--- config.mk ---
export PLATFORM = sky130hd
export DESIGN_NAME = audio_clk_en_gen
export DESIGN_NICKNAME = d
export VERILOG_FILES = /design/src/rtl/audio_clk_pkg.sv /design/src/rtl/audio_clk_en_chan.sv /design/src/rtl/audio_clk_en_gen.sv
export SDC_FILE = /design/constraint.sdc
export NUM_CORES = 1
export LEC_CHECK = 0
export ABC_CLOCK_PERIOD_IN_PS = 3820
export CAP_MARGIN = 20
export CORE_UTILIZATION = 60
export CTS_BUF_LIST = sky130_fd_sc_hd__clkbuf_4 sky130_fd_sc_hd__clkbuf_8
export DETAILED_ROUTE_END_ITERATION = 8
export GPL_TIMING_DRIVEN = 0
export PLACE_DENSITY = 0.8
export SLEW_MARGIN = 20
export SYNTH_ARGS = -nofsm -noshare
export SYNTH_HDL_FRONTEND = slang
export SYNTH_HIERARCHICAL = 1
export SYNTH_SLANG_ARGS = --single-unit
--- constraint.sdc ---
create_clock -name master_clk -period 3.82 [get_ports master_clk]
set_clock_uncertainty 0.2 [all_clocks]
set_input_delay 0.382 -clock master_clk [delete_from_list [all_inputs] [get_ports master_clk]]
set_output_delay 0.382 -clock master_clk [all_outputs]
set_load 0.05 [all_outputs]
--- src/rtl/audio_clk_pkg.sv ---
// Shared constants and divisor helpers for the audio clock-enable generator.
// All rates derive from the 24.576 MHz master clock.
package audio_clk_pkg;

  localparam int MASTER_HZ  = 24_576_000;
  localparam int DIV_SAMPLE = 512;
  localparam int DIV_BIT    = 16;
  localparam int CNT_W_DEF  = 10;

  typedef logic [CNT_W_DEF-1:0] div_t;

  function automatic logic div_ok(div_t d);
    return |d;
  endfunction

endpackage

--- src/rtl/audio_clk_en_chan.sv ---
// One enable channel: counter, active/pending divisor, busy flag, enable flop.
// Optional square-wave output under AUDIO_CLK_EN_GEN_TOGGLE_EN.
module audio_clk_en_chan
  import audio_clk_pkg::*;
#(
  parameter int               CNT_W   = CNT_W_DEF,
  parameter logic [CNT_W-1:0] DEF_DIV = CNT_W'(DIV_SAMPLE)
) (
  input  logic             clk,
  input  logic             rst,
  input  logic             run,
  input  logic             sync_req,
  input  logic             wr,
  input  logic [CNT_W-1:0] wr_val,
  output logic             en,
  output logic             busy
`ifdef AUDIO_CLK_EN_GEN_TOGGLE_EN
  ,
  output logic             tgl
`endif
);

  localparam logic [CNT_W-1:0] ONE = CNT_W'(1);

  logic [CNT_W-1:0] cnt_q, cnt_d;
  logic [CNT_W-1:0] div_q, div_d;
  logic [CNT_W-1:0] pend_q, pend_d;
  logic [CNT_W-1:0] nxt_div;
  logic             busy_q, busy_d;
  logic             en_q, en_d;
  logic             wrap;
`ifdef AUDIO_CLK_EN_GEN_TOGGLE_EN
  logic             tgl_q, tgl_d;
`endif

  // A write in the reload cycle itself beats the older pending value.
  always_comb begin
    wrap    = run && (cnt_q == div_q - ONE);
    nxt_div = wr ? wr_val : (busy_q ? pend_q : div_q);
    cnt_d   = cnt_q;
    div_d   = div_q;
    pend_d  = pend_q;
    busy_d  = busy_q;
    en_d    = 1'b0;
`ifdef AUDIO_CLK_EN_GEN_TOGGLE_EN
    tgl_d   = tgl_q;
`endif
    if (sync_req) begin
      cnt_d  = '0;
      div_d  = nxt_div;
      busy_d = 1'b0;
`ifdef AUDIO_CLK_EN_GEN_TOGGLE_EN
      tgl_d  = 1'b0;
`endif
    end else if (wrap) begin
      cnt_d  = '0;
      div_d  = nxt_div;
      busy_d = 1'b0;
      en_d   = 1'b1;
`ifdef AUDIO_CLK_EN_GEN_TOGGLE_EN
      tgl_d  = ~tgl_q;
`endif
    end else begin
      if (run) begin
        cnt_d = cnt_q + ONE;
      end
      if (wr) begin
        pend_d = wr_val;
        busy_d = 1'b1;
      end
    end
  end

  always_ff @(posedge clk or posedge rst) begin
    if (rst) begin
      cnt_q  <= '0;
      div_q  <= DEF_DIV;
      pend_q <= '0;
      busy_q <= 1'b0;
      en_q   <= 1'b0;
    end else begin
      cnt_q  <= cnt_d;
      div_q  <= div_d;
      pend_q <= pend_d;
      busy_q <= busy_d;
      en_q   <= en_d;
    end
  end

`ifdef AUDIO_CLK_EN_GEN_TOGGLE_EN
  always_ff @(posedge clk or posedge rst) begin
    if (rst) begin
      tgl_q <= 1'b0;
    end else begin
      tgl_q <= tgl_d;
    end
  end

  assign tgl = tgl_q;
`endif

  assign en   = en_q;
  assign busy = busy_q;

endmodule

--- src/rtl/audio_clk_en_gen.sv ---
// N-channel audio clock-enable generator with glitch-free divisor reloads.
// Define AUDIO_CLK_EN_GEN_TOGGLE_EN to add the clk_tgl square-wave outputs.
module audio_clk_en_gen
  import audio_clk_pkg::*;
#(
  parameter int                      NUM_CH  = 2,
  parameter int                      CNT_W   = CNT_W_DEF,
  parameter logic [NUM_CH*CNT_W-1:0] DEF_DIV =
    {CNT_W'(DIV_BIT), CNT_W'(DIV_SAMPLE)},
  localparam int                     CH_W    =
    (NUM_CH > 1) ? $clog2(NUM_CH) : 1
) (
  input  logic              master_clk,
  input  logic              rst,
  input  logic              run,
  input  logic              sync_req,
  input  logic              div_wr,
  input  logic [CH_W-1:0]   div_ch,
  input  logic [CNT_W-1:0]  div_val,
  output logic [NUM_CH-1:0] div_busy,
  output logic              div_err,
  output logic [NUM_CH-1:0] clk_en
`ifdef AUDIO_CLK_EN_GEN_TOGGLE_EN
  ,
  output logic [NUM_CH-1:0] clk_tgl
`endif
);

  logic              val_ok;
  logic              ch_ok;
  logic              wr_ok;
  logic              err_d, err_q;
  logic [NUM_CH-1:0] wr_hit;

  // Wider-than-default counters fall back to a plain reduction.
  always_comb begin
    val_ok = (CNT_W <= CNT_W_DEF) ? div_ok(div_t'(div_val))
                                  : (|div_val);
    ch_ok  = int'(div_ch) < NUM_CH;
    wr_ok  = div_wr && val_ok && ch_ok;
    err_d  = div_wr && !(val_ok && ch_ok);
    wr_hit = '0;
    for (int i = 0; i < NUM_CH; i++) begin
      wr_hit[i] = wr_ok && (int'(div_ch) == i);
    end
  end

  always_ff @(posedge master_clk or posedge rst) begin
    if (rst) begin
      err_q <= 1'b0;
    end else begin
      err_q <= err_d;
    end
  end

  assign div_err = err_q;

  for (genvar i = 0; i < NUM_CH; i++) begin : g_ch
    audio_clk_en_chan #(
      .CNT_W  (CNT_W),
      .DEF_DIV(DEF_DIV[i*CNT_W +: CNT_W])
    ) u_chan (
      .clk     (master_clk),
      .rst     (rst),
      .run     (run),
      .sync_req(sync_req),
      .wr      (wr_hit[i]),
      .wr_val  (div_val),
      .en      (clk_en[i]),
      .busy    (div_busy[i])
`ifdef AUDIO_CLK_EN_GEN_TOGGLE_EN
      ,
      .tgl     (clk_tgl[i])
`endif
    );
  end

endmodule
==> key figures <==
Power
  • Clock network power share: 31.6%
  • Psw: 0.612 mW
  • Max IR drop VDD: 318 uV
  • Switching Share: a little under a third
  • Internal: 1.33 mW
  • Register share of total power: 45.4%
  • Power, Total: ~1.9 mW
  • Comb power frac: 23.0%
  • Leak: 1.78 nW
  • PD cells: 454 nW/um2

Layout
  • Commonest non-fill, non-tap cell in the layout: dfrtp_1
  • Area of the multi-input gates: 1890 um2
  • Ratio of cells with drive above 1 in the final layout: 16.8%
  • Final Non-Filler Cells: 473
  • Nets@finish: 413
  • Register Area: 1630 um2
  • Fin area: approximately 4300 um2
  • Area delta synth->final: 13.4%
  • Most frequent cells in the layout: 63 x dfrtp_1, 35 x nand2_1, 25 x nor2_1
  • N_diodes: 0
  • Filler instances: 455

Synthesis
  • Post-synth top area cell: dfrtp_1
  • Post-synth ARST share: 100%
  • Post-synth EDFFs: 0
  • Warnings, synthesis: 6
  • Sequential-to-total area share from yosys stat: 43.2%
  • Unique cell type count in the Yosys netlist: 49
  • Cell Area, Synth: 3770 um2
  • Syn_nets: 382
  • Synth top area share: around two fifths
  • Synth area leaders: dfrtp_1 42%, a32o_1 5.3%, xor2_1 4.2%
  • Post-Syn Instances: roughly 360
  • Dominant synthesized flop cell: dfrtp_1
  • Syn avg cell area: 10.4 um2
  • Flops & latches, synth: 65

Setup path
  • R2r startpoint: g_ch[0].u_chan/div_q[0]
  • Slowest Stage Delay on Critical Path: between 0.4 and 0.5 ns
  • Critical Path RT: 3.85 ns
  • Crit-path slowest cell: dfrtp_1
  • Worst r2r path cells: 10
  • Worst R2R End: g_ch[0].u_chan/div_q[8]
  • Critical-path maximum fanout: 10
  • Arrival @ worst endpoint: approximately 2.9 ns
  • Crit path kind: reg2reg
  • Worst Setup SP: g_ch[0].u_chan/div_q[0]
  • CP startpoint kind: flop
  • Setup crit end kind: flop
  • Flop2flop setup slack: 0.91 ns
  • CP Cell Sequence: inv_1 -> ha_1 -> clkbuf_2 -> xnor2_1 -> o2bb2ai_1 -> a221oi_1 -> o211ai_2 -> or3_1 -> buf_6 -> a32o_1

Die
  • Die width: 81.2 um
  • Die area: 6600 um2
  • Row count: 28
  • Die height: 81.2 um
  • Core area: ~6000 um2
  • IO Count: 21
  • Initial Util: 62.9%

Clock network
  • CTS HTree Levels: 3
  • Sink Count: 65
  • TritonCTS buffer count: 9
  • CTS tree: done
  • Clk_lat worst skew: 0.34 ns
  • Setup Fix Bufs, Post-CTS: 0
  • Clock Path Buffers: 2
  • Cells resized by post-CTS repair: 0
  • CTS clock-pin slew for the worst setup and hold paths: about 0.070 ns
  • # hold bufs at CTS: 0
  • Root Buffer: clkbuf_8

Drt
  • Initial detailed-routing violation count: 236
  • Drt total wl: 8.00 mm
  • Drt first pass iters: 5
  • Vias: 2939
  • ANT nets after route: 0
  • Residual DRC count: 0
  • Vias per cell: 6.21
  • DR WL/cell: ~17 um

Timing
  • # setup viols final: 0
  • Shortest period the worst path allows: around 2.9 ns
  • Maximum clock rate: 0.344 GHz
  • Slew Limit Fails: 0
  • Final Hold Violating Endpoints: 0
  • TNS Setup: 0 ns
  • RSZ-0062 raised after global routing: no
  • Rel. slew slack: 32.9%
  • Least-Margin Pin Slew: 0.996 ns
  • Final period util: around three quarters

Global route
  • GRT Util Overall: a little over a quarter
  • Vias in the first global route: 2759
  • Initial antenna violation count: 0
  • Largest net degree at the start of global routing: 33
  • Grt total ovfl: 0
  • Global-route wire length before repair: 13.2 mm

Place
  • Detailed placer's ending HPWL: 5.73 mm
  • Post-Place Cells: between 400 and 500
  • RD Place Congestion: 0.845
  • Port bufs: 19
  • DP Area: approximately 4000 um2

Status
  • Outcome: complete, no violations

Run
  • Max_cap viols: 0

Worst hold path
  • Worst hold path type: in2async
==> kinds of logic (layout without fill, tap and decap cells) <==
kind of cell | count (synthesis) | in the layout | share of synthesized area (%)
muxes | 12 | 12 | 3.59
DFF | 65 | 65 | 43.2
AOI/OAI and AO/OA | 94 | 94 | 21.0
adders and majority gates | 4 | 4 | 1.33
xor gates and xnor gates | 34 | 34 | 7.90
and+or+nand+nor | 117 | 117 | 16.4
buffers and inverters | 36 | 72 | 6.51
==> through the flow <==
step	setup slack (ns)	hold WS [ns]	util [%]
after floorplan	1.18	-0.0893	-
after global placement	0.750	0.273	67.6
after detailed placement	0.679	0.278	67.6
after CTS	0.923	0.0407	71.2
after global routing	0.735	0.0620	71.3
final	0.914	0.0606	71.3
==> layout make-up <==
| class | instances | share of cell area (%) |
|---|---|---|
| buffer | 20 | 4.34 |
| tap | 75 | 2.20 |
| inverter | 16 | 1.41 |
| sequential | 65 | 38.1 |
| timing repair buffer | 20 | 4.57 |
| multi-input combinational | 261 | 44.3 |
| clock buffer | 11 | 3.55 |
| clock inverter | 5 | 1.46 |
==> flip-flops by register name, indices dropped and copies added (netlist names) <==
signal              count
g_ch.u_chan/div_q      20
g_ch.u_chan/en          2
div_err                 1
g_ch.u_chan/pend_q     20
g_ch.u_chan/cnt_q      20
g_ch.u_chan/busy        2
==> worst max-delay path by stage <==
stage	slack [ns]	depth (start not counted)	endpoint
6_report	0.91	10	g_ch[0].u_chan/div_q[8]
5_1_grt	0.74	10	g_ch[0].u_chan/div_q[1]
4_1_cts	0.92	10	g_ch[0].u_chan/div_q[8]
3_5_place_dp	0.68	8	g_ch[0].u_chan/div_q[8]
3_3_place_gp	0.75	8	g_ch[0].u_chan/div_q[4]
2_1_floorplan	1.18	10	g_ch[0].u_chan/div_q[0]
==> routing by layer <==
layer | vias up | routed length (um) | track usage, %
met1 | 1409 | 3740 | 36.9
met5 | - | 0 | 0
met4 | 0 | 255 | 13.4
met2 | 101 | 3590 | 40.8
met3 | 21 | 408 | 5.73
li1 | 1408 | - | -
==> synth_stat cells, types with 3 or more instances <==
master,count
a31oi_1,3
xnor2_1,16
ha_1,4
o2bb2ai_1,12
dfrtp_1,63
a32o_1,20
a22o_1,10
a21oi_1,6
mux2_2,12
nor3_1,8
nor4_2,4
or3_1,4
buf_6,4
inv_1,16
o21ai_0,16
xor2_1,18
nand3_1,12
nor4_1,6
buf_2,4
and3_1,8
nand2_1,35
clkbuf_8,6
nor2_1,25
==> power by group through the flow <==
stage / Combinational, mW / Sequential (mW) / Clock (mW)
global placement: 0.424 / 0.883 / 0
detailed placement: 0.440 / 0.889 / 0
CTS: 0.445 / 0.876 / 0.627
global route: 0.491 / 0.892 / 0.651
finish: 0.447 / 0.880 / 0.613
floorplan: 0.344 / 0.865 / 0
==> worst max-delay path: cells and delay by family, from the launching register on <==
| family | cells | cell delay, ns |
|---|---|---|
| AOI/OAI and AO/OA | 4 | 0.99 |
| xor gates and xnor gates | 1 | 0.14 |
| adders and majority gates | 1 | 0.19 |
| buffers and inverters | 3 | 0.37 |
| DFF | 1 | 0.46 |
| and+or+nand+nor | 1 | 0.45 |
Note: power is estimated with default switching activity, not from simulation.
